==> config.mk <==
export PLATFORM = sky130hd
export DESIGN_NAME = display_char_buffer
export DESIGN_NICKNAME = d
export VERILOG_FILES = /design/src/rtl/display_char_buffer.sv
export SDC_FILE = /design/constraint.sdc
export NUM_CORES = 1
export LEC_CHECK = 0
export BUFFER_PORTS_ARGS = -buffer_cell sky130_fd_sc_hd__buf_2
export CORE_ASPECT_RATIO = 0.7
export CORE_MARGIN = 2
export CORE_UTILIZATION = 57
export CTS_BUF_LIST = sky130_fd_sc_hd__clkbuf_8
export DETAILED_ROUTE_END_ITERATION = 7
export PLACE_DENSITY = 0.82
export SYNTH_ARGS = -nofsm -noshare
export SYNTH_HDL_FRONTEND = slang
export SYNTH_SLANG_ARGS = --single-unit
==> constraint.sdc <==
create_clock -name clk -period 2.8 [get_ports clk]
set_input_delay 0.14 -clock clk [delete_from_list [all_inputs] [get_ports clk]]
set_output_delay 0.14 -clock clk [all_outputs]
set_load 0.005 [all_outputs]
==> src/rtl/display_char_buffer.sv <==
// Circular character store feeding NUM_CH registered display channels.
// The display window is either stepped manually by scroll or tracks the newest writes.
module display_char_buffer #(
    parameter int               WIDTH  = 4,
    parameter int               DEPTH  = 16,
    parameter int               NUM_CH = 4,
    parameter logic [WIDTH-1:0] BLANK  = '0
) (
    input  logic                      clk,
    input  logic                      reset,
    input  logic                      wr_valid,
    input  logic [WIDTH-1:0]          wr_data,
    input  logic                      clear,
    input  logic                      follow,
    input  logic                      scroll,
    output logic [NUM_CH*WIDTH-1:0]   char_out,
    output logic [$clog2(DEPTH):0]    count,
    output logic [$clog2(DEPTH)-1:0]  wr_ptr_o
);

    localparam int ADDR_W = $clog2(DEPTH);
    localparam int CNT_W  = ADDR_W + 1;
    localparam int OUT_W  = NUM_CH * WIDTH;

    localparam logic [CNT_W-1:0]  FULL_COUNT = CNT_W'(DEPTH);
    localparam logic [ADDR_W-1:0] CH_OFFSET  = ADDR_W'(NUM_CH);

    // Channel i shows value i after reset, i.e. the identity pattern of mem.
    function automatic logic [OUT_W-1:0] identity_window();
        logic [OUT_W-1:0] r;
        r = '0;
        for (int i = 0; i < NUM_CH; i++) begin
            r[i*WIDTH +: WIDTH] = WIDTH'(i);
        end
        return r;
    endfunction

    localparam logic [OUT_W-1:0] RESET_WINDOW = identity_window();

    logic [WIDTH-1:0]  mem [DEPTH];
    logic [ADDR_W-1:0] wr_ptr;
    logic [ADDR_W-1:0] base;
    logic [ADDR_W-1:0] base_eff;
    logic [OUT_W-1:0]  window;

    // Write port: wr_valid is a strobe with an implicit, always-high ready.
    // Every cycle it is high one character is taken; nothing is ever stalled,
    // so a full buffer silently overwrites its oldest entry.
    logic do_write;
    logic do_scroll;

    always_comb begin
        do_write  = wr_valid && !clear;
        do_scroll = scroll && !follow && !clear;
    end

    // ------------------------------------------------------------------
    // Storage
    // ------------------------------------------------------------------
    always_ff @(posedge clk or negedge reset) begin
        if (!reset) begin
            for (int i = 0; i < DEPTH; i++) begin
                mem[i] <= WIDTH'(i);
            end
        end else if (clear) begin
            for (int i = 0; i < DEPTH; i++) begin
                mem[i] <= BLANK;
            end
        end else if (do_write) begin
            mem[wr_ptr] <= wr_data;
        end
    end

    // ------------------------------------------------------------------
    // Write pointer and fill count
    // ------------------------------------------------------------------
    always_ff @(posedge clk or negedge reset) begin
        if (!reset) begin
            wr_ptr <= '0;
        end else if (clear) begin
            wr_ptr <= '0;
        end else if (do_write) begin
            wr_ptr <= wr_ptr + 1'b1;
        end
    end

    always_ff @(posedge clk or negedge reset) begin
        if (!reset) begin
            count <= '0;
        end else if (clear) begin
            count <= '0;
        end else if (do_write && (count != FULL_COUNT)) begin
            count <= count + 1'b1;
        end
    end

    assign wr_ptr_o = wr_ptr;

    // ------------------------------------------------------------------
    // Window base: the manual base is frozen while following so that
    // manual scrolling resumes from where it was left.
    // ------------------------------------------------------------------
    always_ff @(posedge clk or negedge reset) begin
        if (!reset) begin
            base <= '0;
        end else if (clear) begin
            base <= '0;
        end else if (do_scroll) begin
            base <= base + 1'b1;
        end
    end

    always_comb begin
        base_eff = follow ? (wr_ptr - CH_OFFSET) : base;
    end

    // Window addresses wrap naturally through ADDR_W-bit arithmetic.
    always_comb begin
        window = '0;
        for (int i = 0; i < NUM_CH; i++) begin
            window[i*WIDTH +: WIDTH] = mem[base_eff + ADDR_W'(i)];
        end
    end

    // ------------------------------------------------------------------
    // Registered channel outputs
    // ------------------------------------------------------------------
    always_ff @(posedge clk or negedge reset) begin
        if (!reset) begin
            char_out <= RESET_WINDOW;
        end else begin
            char_out <= window;
        end
    end

endmodule

Word-level counts from Yosys, hierarchy flattened. Index checks and enable logic that the tools add are counted.

Div/mod/pow operators: 0. Order comparisons: 6. Shifts and indexed selects: 0. Muxes and demuxes: 24. Multipliers: 0. Bitwise gates (word level): 5. Reduce and logical (&&, ||, !) cells: 10. Add/sub/neg operators: 7. Equality and inequality tests: 1.

Operators by type and width (number): $mux 64 (2); $bmux 4 s4 (4); $bwmux 64 (1); $mux 4 (14); $ge 5x5->1 const B (5); $not 4->5 (5); $demux 4 s4 (1); $add 4x1->4 const B (3); $mux 5 (2); $add 4x2->4 const B (2); $reduce_bool 2->1 (3); $add 5x1->5 const B (1); $logic_and 1x1->1 (5); $lt 5x1->1 const B (1); $ne 5x5->1 const B (1); $sub 4x3->4 const B (1); $logic_not 1->1 (2).

Bits in registers: 93. Bits in read-only memories: 0. Memories: 0. Output and inout port bits: 25. Latch bits: 0. Bits in writable memories: 0.

Logic depth before layout (Yosys ltp).
Word-level depth: 8. Gate-level depth with buffers: 12. Depth with buffers taken out: 9.

Least setup slack after synthesis. Ideal clock, no wire load.

Path type: flip-flop to flip-flop. Start point: reg wr_ptr[1] (netlist: wr_ptr_o[1]). End point: reg char_out[13]. Data required time: 2.706 ns. Stages on the path, launching flop included: 9. Buffers on the path: 4. Data arrival time: 2.900 ns. Slack: -0.193 ns. Setup time: 0.094 ns. Cells stage by stage: dfrtp_1 > mux2i_2 > buf_2 > buf_2 > ha_1 > clkbuf_1 > clkbuf_1 > mux4_2 > mux4_2.

Word-level cells in the longest chain between the ends: 7.

Ends and longest elaborated chain: from (decl) (line 41) `logic [ADDR_W-1:0] wr_ptr;`; from (signal assigned) (line 83) `wr_ptr <= wr_ptr + 1'b1;`; $sub 4x3->4 (line 114) `base_eff = follow ? (wr_ptr - CH_OFFSET) : base;`; $mux 4 (line 114); $add 4x2->4 (line 121) `window[i*WIDTH +: WIDTH] = mem[base_eff + ADDR_W'(i)];`; $not 4->5 (implied by the code) (line 121); $bmux 4 s4 (line 121); $mux 4 (implied by the code) (2 in a row) (line 121); net window[13] (line 44) `logic [OUT_W-1:0] window;`; to (signal assigned) (line 132) `char_out <= window;`; to (decl) (line 16) `output logic [NUM_CH*WIDTH-1:0] char_out,`.

The timed path passes the listed nets, and every way through them passes these cells. The select of a mux whose other input is x is not followed. A chain may end at the register's enable or synchronous reset.

Final worst setup path.
Start point: reg wr_ptr[1] (netlist: wr_ptr_o[1]). End point: reg char_out[5].

Word-level cells in the longest chain between the ends: 7.

Ends and longest elaborated chain (line): $sub 4x3->4 (114); $mux 4 (114); $add 4x1->4 (121); $not 4->5 (implied by the code) (121); $bmux 4 s4 (121); $mux 4 (implied by the code) (2 in a row) (121); net window[5] (44).

The timed path passes the listed nets, and every way through them passes these cells. The select of a mux whose other input is x is not followed.

==> out/results.txt <==
DRC Markers -> 0
RePlAce Congestion -> 0.944
Setup Fix Bufs, Post-CTS -> 0
row count -> 31
final worst slack -> 0.190 ns
gr usage total -> 27.9%
critical path class -> flop to flop
Tmin final -> 2.61 ns
synthesized area -> 5910 um2
Clock Pin Slew Worst Setup and Hold Paths -> 0.10 ns
Die Wd -> 126 um
relative slew slack -> 49.5%
setup tns final -> 0 ns
post-cts resize count -> 0
first-pass GRT wire length -> 23500 um
Die Ht -> 89.2 um
unrepaired setup endpoints after global routing -> false
Primary FF master, synth -> dfrtp_1
part of the cycle the worst path needs -> 93.2%
H-tree Lvls -> 3
Synth top area share -> 24.2%
Max Freq -> 0.383 GHz
Area after DPL -> 6200 um2
status -> complete, no violations
total CTS buffers -> 9
Slew Limit Fails -> 0
clk buf depth -> 2
Critical Path Source Type -> flop
final non-filler cell area -> 6390 um2
synthesized net count -> 542
area leader, netlist -> dfrtp_1
Root Driver -> clkbuf_8
HP Class -> input pin to flop
top cells by area, synth -> dfrtp_1 (24%), mux2i_1 (21%), dfstp_2 (16%), mux4_2 (9.2%), nor2_1 (5.0%)
Finished Layout Cells -> 682
synth warn -> 0
crit path DAT -> 2.87 ns
Post-Syn Area per Cell -> 11.4 um2
area of the core -> 10200 um2
number of antenna violations at the first check in global routing -> 0
Least-Margin Pin Slew -> 0.758 ns
grt total ovfl -> 0
Final nets -> 570
later-pin clock latency in the skew report -> 0.38 ns
hold_sp -> wr_data[1]
PwrDens -> 433 nW/um2
routed length per placed instance -> 21.8 um
antenna-violating nets left -> 0
Max Clock Skew -> 0.0145 ns
highest net fanout along the worst path -> 12
Slowest-stage cell, CP -> dfrtp_1
Static Leak -> 3.31 nW
Worst Setup SP -> wr_ptr_o[1]$_DFFE_PN0P_
CP max stage delay -> 0.50 ns
PortBufs -> 34
Initial DRT Pass Iterations -> 7
pre-CTS WS -> 0.280 ns
cell family with most CP delay -> multiplexers
final setup violation count -> 0
layout cell share with drive strength beyond 1 -> 24.4%
clk sinks -> 93
Layout area overhead -> 8.14%
WHS -> 0.174 ns
Post-synth EDFFs -> 0
Yosys cell types -> 45
Boundary Pins -> 35
Worst VDD drop -> 267 uV
DP Cell Count -> 664
share of flip-flops with an asynchronous set or reset -> 100%
Initial Utilization -> 57.9%
Iteration-0 DRC Markers -> 586
sequential cell area fraction in the yosys report -> 40.2%
Mapped Cells -> 517
reg2reg start -> wr_ptr_o[1]$_DFFE_PN0P_
final hold vios -> 0
setup slack, reg-to-reg -> 0.19 ns
CP cell instances -> mux2i_4 -> inv_2 -> ha_1 -> a21boi_1 -> nor2_1 -> buf_4 -> mux2_1 -> o221ai_1 -> mux2i_1
Vias -> 4434
Seq cells post-synth -> 93
Worst setup EP type -> flop
number of global-route vias before repair -> 4317
Final Routed Wirelength -> 14900 um
post-detail-place hpwl -> 10500 um
die area -> 11200 um2
Worst Path Buf+Inv -> 2
detailed-route vias per instance -> 6.50
largest net degree at the start of global routing -> 74
maxcap violations -> 0
CTS tree -> done
Antenna Cells -> 0
WP data required -> 3.06 ns
-- kinds of logic (layout without fill, tap and decap cells) --
kind of cell | after synthesis | after routing | synth area share, %
AO/OA/AOI/OAI | 40 | 40 | 4.75
flip-flops | 93 | 93 | 40.2
buffers and inverters | 41 | 74 | 3.81
XOR/XNOR | 13 | 13 | 1.93
adder cells (fa/ha/maj) | 15 | 15 | 3.18
AND/OR/NAND/NOR | 152 | 152 | 11.4
multiplexers | 163 | 163 | 34.7
-- timing repair --
item | 4_1_cts | 5_1_grt
endpoints found under the setup margin | 0 | 0
hold buffers | 2 | 0
hold endpoints to repair | 24 | 0
-- sequential cells by signal, summed over array words and instances (netlist names) --
name	flops
wr_ptr_o	4
count	5
base	4
char_out	16
mem	64
-- tightest hold or removal path, delay by kind of cell --
kind	cells	cell delay (ns)
mux	1	0.16
buf+inv	1	0.20
simple gates	1	0.05
-- synthesized netlist by cell type (2+ instances only) --
cell,instances
buf_1,5
mux4_2,24
a22oi_1,2
clkbuf_1,17
nand2_1,27
a211oi_1,10
a311oi_1,5
or3b_2,2
inv_1,7
xnor2_1,5
a21oi_1,7
buf_2,2
inv_2,2
nor3_1,2
buf_4,3
dfrtp_1,57
nor2_1,78
nand4_1,4
o221ai_1,2
a31oi_1,6
mux2_2,4
ha_1,15
o21ai_0,4
mux2i_1,126
mux4_1,6
xor2_1,8
nor2b_1,4
buf_8,3
nand3_1,16
and2_1,8
nand2b_1,7
dfstp_2,36
-- worst paths after layout --
path                                          to  cells past startpoint
setup / recovery           char_out[5]$_DFF_PN0_                      9
hold / removal               mem[53]$_DFFE_PN1P_                      3
setup reg to reg           char_out[5]$_DFF_PN0_                      9
hold reg to reg              mem[31]$_DFFE_PN1P_                      2
max in group asynchronous    mem[10]$_DFFE_PN1P_                      3
min in group asynchronous    mem[20]$_DFFE_PN0P_                      2
-- placed cells by master (no fill, tap or decap), drive strengths merged, types with 3 or more instances in the layout --
cell      n
inv      12
buf      47
a31oi     6
dfstp    36
mux4     30
nand4     4
o21ai     5
clkbuf   10
xnor2     5
ha       15
nand2    28
nand2b    7
xor2      8
a21oi     8
nor2b     4
a211oi   10
nor3      3
mux2      5
nand3    16
dfrtp    57
and2      8
a311oi    5
nor2     78
mux2i   128
-- routing by layer --
layer / track usage (%) / part of all wire [%] / vias up
li1: - / - / 1926
met1: 36.9 / 42 / 2200
met2: 44.2 / 44 / 261
met3: 8.08 / 10 / 47
met4: 11.3 / 3.3 / 0
met5: 0 / 0 / -
-- stage by stage --
stage,total power [mW],utilization [%]
CTS,2.77,62.6
global placement,1.94,60.7
detailed placement,1.96,60.7
global route,2.88,62.6
floorplan,1.81,-
finish,2.76,62.6
-- power by group --
part / total [mW] / internal, mW / switching, mW / leakage [nW]
clock network: 0.822 / 0.338 / 0.484 / 0.0961
registers: 1.41 / 1.38 / 0.0304 / 1.15
logic: 0.534 / 0.224 / 0.310 / 2.05
-- final cells by class --
| cell class | instances | area (um2) |
|---|---|---|
| Clock inverter | 6 | 32.5 |
| Inverter | 9 | 33.8 |
| Fill cell | 790 | 3810 |
| Clock buffer | 10 | 138 |
| Multi-Input combinational cell | 383 | 3320 |
| Tap cell | 132 | 165 |
| Timing Repair Buffer | 49 | 328 |
| Sequential cell | 93 | 2370 |
Power figures use the tool's default switching activity.
